<file path="src/rtl/mem_write_master_if.sv">
// Store-request and Memory write-port signals of mem_write_master, grouped as one bundle.
// master = the write master itself; slave = its environment (writeback stage + Memory).
interface mem_write_master_if #(
    parameter int ADR_WIDTH = 16,
    parameter int DAT_WIDTH = 8
);
    logic                   req_i;
    logic [1:0]             req_cnt_i;
    logic [3*DAT_WIDTH-1:0] req_dat_i;
    logic [ADR_WIDTH-1:0]   req_adr_i;
    logic                   req_rdy_o;

    logic                   we_o;
    logic [1:0]             w_cnt_o;
    logic [3*DAT_WIDTH-1:0] w_dat_o;
    logic [ADR_WIDTH-1:0]   w_adr_o;
    logic                   mem_stl_i;

    logic                   busy_o;
    logic                   done_o;
    logic                   err_o;

    modport master (
        input  req_i, req_cnt_i, req_dat_i, req_adr_i, mem_stl_i,
        output req_rdy_o, we_o, w_cnt_o, w_dat_o, w_adr_o, busy_o, done_o, err_o
    );

    modport slave (
        output req_i, req_cnt_i, req_dat_i, req_adr_i, mem_stl_i,
        input  req_rdy_o, we_o, w_cnt_o, w_dat_o, w_adr_o, busy_o, done_o, err_o
    );
endinterface

</file>
<file path="src/rtl/mem_write_master.sv">
// Buffers 1..3-byte store requests in a small FIFO and issues them one at a time to the
// Memory write port, waiting out the Memory stall on multi-byte writes.
module mem_write_master #(
    parameter int ADR_WIDTH   = 16,
    parameter int DAT_WIDTH   = 8,
    parameter int FIFO_DEPTH  = 2,
    parameter int STL_TIMEOUT = 8
) (
    input  logic                clk_i,
    input  logic                rst_i,
    mem_write_master_if.master  bus
);

    localparam int PTR_W = (FIFO_DEPTH > 1) ? $clog2(FIFO_DEPTH) : 1;
    localparam int OCC_W = $clog2(FIFO_DEPTH + 1);
    localparam int TMR_W = (STL_TIMEOUT > 1) ? $clog2(STL_TIMEOUT) : 1;

    typedef enum logic [1:0] {
        S_IDLE,
        S_ISSUE,
        S_WAIT
    } state_t;

    typedef struct packed {
        logic [1:0]             cnt;
        logic [3*DAT_WIDTH-1:0] dat;
        logic [ADR_WIDTH-1:0]   adr;
    } entry_t;

    // FIFO
    entry_t             fifo_mem [FIFO_DEPTH];
    logic [PTR_W-1:0]   wr_ptr;
    logic [PTR_W-1:0]   rd_ptr;
    logic [OCC_W-1:0]   occ;
    logic [OCC_W-1:0]   occ_nxt;
    logic               accept;
    logic               push;
    logic               pop;
    logic               fifo_empty;
    entry_t             head;

    // FSM and registered outputs
    state_t                 state;
    state_t                 state_nxt;
    logic [TMR_W-1:0]       timer;
    logic [TMR_W-1:0]       timer_nxt;
    logic                   we_q;
    logic                   we_nxt;
    logic [1:0]             w_cnt_q;
    logic [1:0]             w_cnt_nxt;
    logic [3*DAT_WIDTH-1:0] w_dat_q;
    logic [3*DAT_WIDTH-1:0] w_dat_nxt;
    logic [ADR_WIDTH-1:0]   w_adr_q;
    logic [ADR_WIDTH-1:0]   w_adr_nxt;
    logic                   done_q;
    logic                   done_nxt;
    logic                   err_q;
    logic                   err_nxt;
    logic                   timeout_hit;
    logic                   busy_q;
    logic                   busy_nxt;
    logic                   rdy_q;
    logic                   rdy_nxt;

    assign accept     = bus.req_i && rdy_q;
    assign push       = accept && (bus.req_cnt_i != 2'd0);
    assign fifo_empty = (occ == '0);
    assign head       = fifo_mem[rd_ptr];

    assign occ_nxt = occ + OCC_W'(push) - OCC_W'(pop);

    // NOTE: request storage has no reset; only pointers and occupancy qualify its contents.
    always_ff @(posedge clk_i) begin
        if (push) begin
            fifo_mem[wr_ptr] <= '{cnt: bus.req_cnt_i, dat: bus.req_dat_i, adr: bus.req_adr_i};
        end
    end

    // NOTE: every variable gets its default first, so no path through the case leaves one unassigned.
    always_comb begin
        state_nxt   = state;
        timer_nxt   = timer;
        we_nxt      = 1'b0;
        w_cnt_nxt   = '0;
        w_dat_nxt   = '0;
        w_adr_nxt   = '0;
        done_nxt    = 1'b0;
        timeout_hit = 1'b0;
        pop         = 1'b0;

        case (state)
            S_IDLE: begin
                // A stall seen here belongs to someone else or outlived a reset; hold off.
                if (!fifo_empty && !bus.mem_stl_i) begin
                    state_nxt = S_ISSUE;
                    we_nxt    = 1'b1;
                    w_cnt_nxt = head.cnt;
                    w_dat_nxt = head.dat;
                    w_adr_nxt = head.adr;
                end
            end

            S_ISSUE: begin
                pop = 1'b1;
                if (w_cnt_q == 2'd1) begin
                    done_nxt  = 1'b1;
                    state_nxt = S_IDLE;
                end else begin
                    // Memory raises its stall on this same edge for multi-byte writes.
                    state_nxt = S_WAIT;
                    timer_nxt = '0;
                end
            end

            S_WAIT: begin
                if (!bus.mem_stl_i) begin
                    done_nxt  = 1'b1;
                    state_nxt = S_IDLE;
                end else if (timer == TMR_W'(STL_TIMEOUT - 1)) begin
                    timeout_hit = 1'b1;
                    state_nxt   = S_IDLE;
                end else begin
                    timer_nxt = timer + TMR_W'(1);
                end
            end

            default: begin
                state_nxt = S_IDLE;
            end
        endcase
    end

    // A zero byte count completes the handshake but is recorded as a protocol fault.
    assign err_nxt  = err_q || timeout_hit || (accept && (bus.req_cnt_i == 2'd0));
    assign busy_nxt = (occ_nxt != '0) || (state_nxt != S_IDLE);
    assign rdy_nxt  = (occ_nxt != OCC_W'(FIFO_DEPTH));

    // NOTE: sequential state uses non-blocking assignments so every register samples pre-edge values.
    always_ff @(posedge clk_i or posedge rst_i) begin
        if (rst_i) begin
            state   <= S_IDLE;
            timer   <= '0;
            wr_ptr  <= '0;
            rd_ptr  <= '0;
            occ     <= '0;
            we_q    <= 1'b0;
            w_cnt_q <= '0;
            w_dat_q <= '0;
            w_adr_q <= '0;
            done_q  <= 1'b0;
            err_q   <= 1'b0;
            busy_q  <= 1'b0;
            rdy_q   <= 1'b1;
        end else begin
            state   <= state_nxt;
            timer   <= timer_nxt;
            occ     <= occ_nxt;
            we_q    <= we_nxt;
            w_cnt_q <= w_cnt_nxt;
            w_dat_q <= w_dat_nxt;
            w_adr_q <= w_adr_nxt;
            done_q  <= done_nxt;
            err_q   <= err_nxt;
            busy_q  <= busy_nxt;
            rdy_q   <= rdy_nxt;
            if (push) begin
                wr_ptr <= wr_ptr + PTR_W'(1);
            end
            if (pop) begin
                rd_ptr <= rd_ptr + PTR_W'(1);
            end
        end
    end

    assign bus.req_rdy_o = rdy_q;
    assign bus.we_o      = we_q;
    assign bus.w_cnt_o   = w_cnt_q;
    assign bus.w_dat_o   = w_dat_q;
    assign bus.w_adr_o   = w_adr_q;
    assign bus.busy_o    = busy_q;
    assign bus.done_o    = done_q;
    assign bus.err_o     = err_q;

endmodule

</file>
<file path="src/flat_wrapper.sv">
// flat-port wrapper written by rule: the top's interface ports become plain ports
module mem_write_master_flat 
#(
    parameter int ADR_WIDTH   = 16,
    parameter int DAT_WIDTH   = 8,
    parameter int FIFO_DEPTH  = 2,
    parameter int STL_TIMEOUT = 8
)
  (clk_i, rst_i, bus_req_i, bus_req_cnt_i, bus_req_dat_i, bus_req_adr_i, bus_mem_stl_i, bus_req_rdy_o, bus_we_o, bus_w_cnt_o, bus_w_dat_o, bus_w_adr_o, bus_busy_o, bus_done_o, bus_err_o);
  mem_write_master_if #(.ADR_WIDTH(ADR_WIDTH), .DAT_WIDTH(DAT_WIDTH)) bus_i ();
  input  logic clk_i;
  input  logic rst_i;
  input wire logic [$bits(bus_i.req_i)-1:0] bus_req_i;
  input wire logic [$bits(bus_i.req_cnt_i)-1:0] bus_req_cnt_i;
  input wire logic [$bits(bus_i.req_dat_i)-1:0] bus_req_dat_i;
  input wire logic [$bits(bus_i.req_adr_i)-1:0] bus_req_adr_i;
  input wire logic [$bits(bus_i.mem_stl_i)-1:0] bus_mem_stl_i;
  output wire logic [$bits(bus_i.req_rdy_o)-1:0] bus_req_rdy_o;
  output wire logic [$bits(bus_i.we_o)-1:0] bus_we_o;
  output wire logic [$bits(bus_i.w_cnt_o)-1:0] bus_w_cnt_o;
  output wire logic [$bits(bus_i.w_dat_o)-1:0] bus_w_dat_o;
  output wire logic [$bits(bus_i.w_adr_o)-1:0] bus_w_adr_o;
  output wire logic [$bits(bus_i.busy_o)-1:0] bus_busy_o;
  output wire logic [$bits(bus_i.done_o)-1:0] bus_done_o;
  output wire logic [$bits(bus_i.err_o)-1:0] bus_err_o;
  assign bus_i.req_i = bus_req_i;
  assign bus_i.req_cnt_i = bus_req_cnt_i;
  assign bus_i.req_dat_i = bus_req_dat_i;
  assign bus_i.req_adr_i = bus_req_adr_i;
  assign bus_i.mem_stl_i = bus_mem_stl_i;
  assign bus_req_rdy_o = bus_i.req_rdy_o;
  assign bus_we_o = bus_i.we_o;
  assign bus_w_cnt_o = bus_i.w_cnt_o;
  assign bus_w_dat_o = bus_i.w_dat_o;
  assign bus_w_adr_o = bus_i.w_adr_o;
  assign bus_busy_o = bus_i.busy_o;
  assign bus_done_o = bus_i.done_o;
  assign bus_err_o = bus_i.err_o;
  mem_write_master #(.ADR_WIDTH(ADR_WIDTH), .DAT_WIDTH(DAT_WIDTH), .FIFO_DEPTH(FIFO_DEPTH), .STL_TIMEOUT(STL_TIMEOUT)) u_core (.clk_i(clk_i), .rst_i(rst_i), .bus(bus_i));
endmodule
</file>
<file path="config.mk">
export PLATFORM = sky130hd
export DESIGN_NAME = mem_write_master_flat
export DESIGN_NICKNAME = d
export VERILOG_FILES = /design/src/rtl/mem_write_master_if.sv /design/src/rtl/mem_write_master.sv /design/src/flat_wrapper.sv
export SDC_FILE = /design/constraint.sdc
export NUM_CORES = 1
export LEC_CHECK = 0
export CORE_MARGIN = 2
export CORE_UTILIZATION = 36
export DETAILED_ROUTE_END_ITERATION = 10
export PLACE_DENSITY = 0.57
export SLEW_MARGIN = 25
export SYNTH_ARGS = -nofsm -noshare
export SYNTH_HDL_FRONTEND = slang
export SYNTH_SLANG_ARGS = --single-unit
</file>
<file path="constraint.sdc">
create_clock -name clk_i -period 4.1 [get_ports clk_i]
set_input_delay 1.23 -clock clk_i [delete_from_list [all_inputs] [get_ports clk_i]]
set_output_delay 1.23 -clock clk_i [all_outputs]
set_load 0.005 [all_outputs]
</file>
* Word-level counts from Yosys, hierarchy flattened
Memory sizes are Yosys's and may differ from the RTL's. Cells that the tools add are included.
Storage, ports and cells: flip-flop bits (word level) 56, RAM bits 84, output and inout bits 47, logic and storage cells 70, memories 1
Memory list:
- u_core.fifo_mem | words 2, bits a word 42, rd ports 1, clocked after Yosys merged registers in 0, write ports 1, RTL line mem_write_master.sv:31 | entry_t fifo_mem [FIFO_DEPTH];
Cells by class: add/sub/neg operators 5, equality and inequality tests 8, mux-type cells 26, reductions and logical operators 17
Operator list (count):
- 2-to-1 mux 24 bit | 2
- 2-to-1 mux 16 bit | 2
- 2-to-1 mux 2 bit | 6
- 2-to-1 mux 1 bit | 10
- 2-to-1 mux 3 bit | 3
- != test 2 bit, second input constant | 4
- nonzero test 2 bit | 4
- logical NOT 2 bit | 3
- one-hot mux 2 bit (3 select lines) | 1
- one-hot mux 3 bit (2 select lines) | 1
- equality test 2 x 1 -> 1 bit, second input constant | 2
- logical AND 1 bit | 4
- AND reduction 4 bit | 1
- adder 3 x 1 -> 3 bit, second input constant | 1
- equality test 3 bit, second input constant | 1
- logical OR 1 bit | 3
- adder 1 bit, second input constant | 2
- adder 2 x 1 -> 2 bit | 1
- equality test 2 bit, second input constant | 1
- logical NOT 1 bit | 2
- one-hot mux 1 bit (2 select lines) | 1
- subtractor 2 x 1 -> 2 bit | 1

* Logic depth before layout (Yosys ltp)
word-level depth 7, depth in mapped cells 9, mapped depth without buffers 9

* Least setup slack after synthesis
No wires, ideal clock.
path kind input to register, start in bus_req_cnt_i[1], end mem u_core.fifo_mem[0][0] in the netlist's numbering (enable), data arrival time 3362 ps, required time 3659 ps, slack 297 ps, stages 3, cells stage by stage nor2_1 > or2_2 > nor2_1
On the way: word-level cells in the longest chain between the ends 4
Ends and longest elaborated chain:
- start, declared | RTL line flat_wrapper.sv:14 | input wire logic [$bits(bus_i.req_cnt_i)-1:0] bus_req_cnt_i;
- nonzero test 2 bit | RTL line mem_write_master.sv:66 | assign push = accept && (bus.req_cnt_i != 2'd0);
- logical AND 1 bit | RTL line mem_write_master.sv:66
- 2-to-1 mux 1 bit | RTL line mem_write_master.sv:74 | if (push) begin
- 2-to-1 mux 1 bit (not written as such) | RTL line mem_write_master.sv:75 | fifo_mem[wr_ptr] <= '{cnt: bus.req_cnt_i, dat: bus.req_dat_i, adr: bus.req_adr_i};
- end, declared | RTL line mem_write_master.sv:31
No other way between the ends.

* Final worst setup path
start in bus_req_cnt_i[0], end reg u_core.busy_q (netlist: u_core.bus.busy_o)
On the way: word-level cells in the longest chain between the ends 6
Ends and longest elaborated chain:
- nonzero test 2 bit | RTL line mem_write_master.sv:66
- logical AND 1 bit | RTL line mem_write_master.sv:66
- via u_core.push | RTL line mem_write_master.sv:37 | logic push;
- adder 2 x 1 -> 2 bit | RTL line mem_write_master.sv:70 | assign occ_nxt = occ + OCC_W'(push) - OCC_W'(pop);
- subtractor 2 x 1 -> 2 bit | RTL line mem_write_master.sv:70
- via u_core.occ_nxt[1] | RTL line mem_write_master.sv:35 | logic [OCC_W-1:0] occ_nxt;
- nonzero test 2 bit | RTL line mem_write_master.sv:135 | assign busy_nxt = (occ_nxt != '0) || (state_nxt != S_IDLE);
- logical OR 1 bit | RTL line mem_write_master.sv:135
- via u_core.busy_nxt | RTL line mem_write_master.sv:61 | logic busy_nxt;
- end signal, assigned | RTL line mem_write_master.sv:164 | busy_q <= busy_nxt;
- end, declared | RTL line mem_write_master.sv:60 | logic busy_q;
The timed path passes the listed nets, and every way through them passes these cells. A chain may end at the register's enable or synchronous reset.

==> flow_metrics.tcl <==
set metrics [dict create \
    timing.critical_path.required_ns 4.37 \
    synth_simple_gate_area_share_pct 5.50 \
    drt-total-wl_um 9070 \
    post_synth_mux_area_share_pct 8.79 \
    ff2ff_path_depth 9 \
    post_synth_fa_ha_maj_area_fraction_pct 2.04 \
    fmax_mhz 330 \
    gp_congestion 0.766 \
    cell_internal_pwr_mw 3.24 \
    critPathSlowestCell "clkdlybuf4s50_1" \
    rows 42 \
    power_mw 4.36 \
    design_area_um2 6630 \
    cap_violations 0 \
    clock_path_buffers 2 \
    timing.hold.worst.class "flop to flop" \
    cts.root.buffer_cell "clkbuf_16" \
    worstPathCellList "clkdlybuf4s50_1, nor2_1, or2_2, inv_1, ha_1, xor2_1, xnor2_1, inv_1, or4_1" \
    post-dp-hpwl_um 5820 \
    finalSetupViolations 0 \
    worst_ir_drop_vdd_mv 0.236 \
    synthesis.area_per_instance_um2 17.1 \
    r2r_start "u_core.state[1]" \
    final-hold-violation-count 0 \
    report.final.slew_viol_count 0 \
    num-nets-final 449 \
    ff2ff_setup_slack_ns 1.83 \
    timing.critical_path.slowest_cell_delay_ns 0.51 \
    holdBufCountCts 0 \
    synth_top_family_by_area "multiplexers" \
    worst_hold_path.endpoint "u_core.bus.err_o" \
    timing.final.crit_share_pct 73.9 \
    gr-usage-all-layers_pct 13.7 \
    path_common_cell "inv_1" \
    syn_inst 288 \
    syn-num-nets 342 \
    dr.first_iter.drc_count 104 \
    drive_above_1_share_pct 9.56 \
    h-tree-depth 4 \
    status "finished, final reports clean" \
    wire_length_of_the_first_global_routing_pass_um 14300 \
    ys_types 24 \
    routed-via-count 2603 \
    p_switching_mw 1.12 \
    ioPinCount 93 \
    tritoncts "yes" \
    io_buffer_count 92 \
    die_height_um 121 \
    worst_slew_margin_rel_pct 58.6 \
    min_from "u_core.bus.err_o" \
    timing.hold.worst_path_depth 2 \
    cts_buffers 17 \
    layout.filler_cells 1120 \
    start_util_pct 36.9 \
    start_kind "input port" \
    routed-wl-met3_um 438 \
    worst_hold_slack_ns 0.474 \
    finalCriticalPeriod_ns 3.03 \
    cts-resized-gates 0 \
    antenna_left 0 \
    detail_route.wl_per_cell_um 15.5 \
    critPathKind "input port to flop" \
    initial_antenna_violation_count 0 \
    die_area_um2 14600 \
    final.setup.tns_ns 0 \
    netSwitchingFraction_pct 25.7 \
    met2WireLength_um 4630 \
    worst_r2r_endpoint "u_core.bus.busy_o" \
    post-cts-setup-buffers 0 \
    insertedDiodeCount 0 \
    core_area_um2 13300 \
    cts.sinks 140 \
    die_w_um 121 \
    m1WireLength_um 3830 \
    post_synth_xor_area_fraction_pct 0.713 \
    clock_latency_at_the_later_pin_of_the_worst_skew_pair_ns 0.41 \
    final.setup_skew_ns 0.00602 \
    cts.clk_slew.worst_paths_ns 0.05 \
    pwr-share-seq_pct 46.0 \
    highest_routed_layer "met4" \
    grt-ovfl-total 0 \
    p_leak_nw 2.66 \
    syn-cell-area_um2 4910 \
    path_max_fanout 3 \
    synth.yosys.seq_area_share_pct 79.9 \
    synth_compound_area_share_pct 1.25 \
    via_count_of_the_first_global_routing_pass 2804 \
    detail_route.first_pass.iterations 4 \
    power-per-cell-area_nw_per_um2 657 \
    crit_path_dat_ns 3.30 \
    timing.critical_path.to_type "flop" \
    maximum_number_of_pins_on_one_net_before_global_route_repair 34 \
    placedInstanceArea_um2 6080 \
    drt_drc_violations_left 0 \
    clk_network_pwr_share_pct 32.3 \
    synth-seq-cells 140 \
    areaGrowthSynthToFinish_pct 35.1 \
    share_comb_of_total_power_pct 21.7 \
    worst_pin_slew_ns 0.620 \
    route.detailed.vias_per_inst 4.46 \
    rsz0062_at_grt "false" \
    yosysWarningCount 0 \
]
[cells in the final DEF, fill, tap and decap left out, types with 2 or more instances in the layout]
cell type / synthesis / layout
clkdlybuf4s50_1: 0 / 92
edfxtp_1: 84 / 84
dfrtp_1: 55 / 54
nor2_1: 46 / 45
mux2i_1: 42 / 42
clkbuf_16: 0 / 17
clkbuf_1: 0 / 10
inv_1: 10 / 9
ha_1: 8 / 8
nand2_1: 7 / 7
o21ai_0: 5 / 5
clkbuf_8: 0 / 4
buf_4: 0 / 4
o211ai_1: 2 / 2
a31oi_1: 2 / 2
xor2_1: 2 / 2
xnor2_1: 2 / 2
or2_2: 2 / 2
buf_12: 0 / 2
[stage by stage]
| stage | std cells | setup slack (ns) | utilization [%] |
|---|---|---|---|
| finish | 584 | 1.07 | 49.9 |
| global route | 584 | 0.970 | 49.9 |
| CTS | 584 | 1.09 | 49.9 |
| detailed placement | 552 | 0.659 | 45.7 |
| global placement | 552 | 0.740 | 45.7 |
| floorplan | 288 | 0.297 | - |
[worst max path at each step]
stage / from / end / slack (ns) / cells after the start
6_report: bus_req_cnt_i[0] / u_core.bus.busy_o / 1.07 / 9
5_1_grt: bus_req_cnt_i[0] / u_core.bus.busy_o / 0.97 / 9
4_1_cts: bus_req_cnt_i[0] / u_core.bus.busy_o / 1.09 / 9
3_5_place_dp: bus_req_cnt_i[0] / u_core.bus.busy_o / 0.66 / 9
3_3_place_gp: bus_req_cnt_i[1] / u_core.bus.busy_o / 0.74 / 9
2_1_floorplan: bus_req_cnt_i[1] / u_core.fifo_mem[0][0] / 0.30 / 3
[layout make-up]
| cell class | instances | area (um^2) | area share, % |
|---|---|---|---|
| Sequential cell | 140 | 3930 | 59.2 |
| Inverter | 10 | 37.5 | 0.566 |
| Clock inverter | 1 | 30.0 | 0.453 |
| Timing Repair Buffer | 98 | 991 | 14.9 |
| Clock buffer | 31 | 518 | 7.81 |
| Multi-Input combinational cell | 128 | 907 | 13.7 |
| Tap cell | 176 | 220 | 3.32 |
[state kept, by name (all words and copies together) (netlist names)]
register / cells
u_core.fifo_mem: 84
u_core.bus.w_dat_o: 24
u_core.bus.w_adr_o: 16
u_core.timer: 3
u_core.bus.w_cnt_o: 2
u_core.occ: 2
u_core.state: 2
u_core.bus.busy_o: 1
u_core.bus.done_o: 1
u_core.bus.err_o: 1
u_core.bus.req_rdy_o: 1
u_core.bus.we_o: 1
u_core.rd_ptr: 1
u_core.wr_ptr: 1
[kinds of logic after synthesis]
| family | after synthesis |
|---|---|
| DFF | 140 |
| and+or+nand+nor | 63 |
| muxes | 43 |
| buffers and inverters | 20 |
| AOI/OAI and AO/OA | 10 |
| adders and majority gates | 8 |
| xor gates and xnor gates | 4 |
[worst max-delay path: cells and delay by family]
kind | cells | cell delay (ns)
buf+inv | 3 | 0.67
simple gates | 3 | 0.89
xor+xnor | 2 | 0.34
fa+ha+maj | 1 | 0.16
[cell usage after synthesis]
master | count | area, um^2
nand2_1 | 7 | 26.3
dfrtp_1 | 55 | 1380
o211ai_1 | 2 | 15.0
mux2i_1 | 42 | 420
inv_1 | 10 | 37.5
edfxtp_1 | 84 | 2520
mux2_2 | 1 | 11.3
and3b_1 | 1 | 8.76
or4_1 | 1 | 7.51
nor2_1 | 46 | 173
and2b_2 | 1 | 8.76
nand3_1 | 1 | 5.00
or2_2 | 2 | 12.5
nand3b_1 | 1 | 7.51
dfstp_2 | 1 | 26.3
xor2_1 | 2 | 17.5
buf_2 | 10 | 50.1
xnor2_1 | 2 | 17.5
and2_1 | 2 | 12.5
a31oi_1 | 2 | 12.5
o21ai_0 | 5 | 25.0
ha_1 | 8 | 100
a21oi_2 | 1 | 8.76
or3b_1 | 1 | 8.76
[power groups by stage]
stage	Sequential [mW]	Combinational [mW]	Clock [mW]
final	2.01	0.945	1.41
after global routing	2.04	1.05	1.51
after CTS	2.01	0.978	1.45
after detailed placement	2.03	0.973	0
after global placement	2.03	0.961	0
after floorplan	1.94	0.574	0
[routing by layer]
layer  track usage, %  vias up
met5                0        -
met4             6.32        0
met3             5.57       13
met2             21.9       60
met1             16.1     1296
li1                 -     1234
Power figures use the tool's default switching activity.
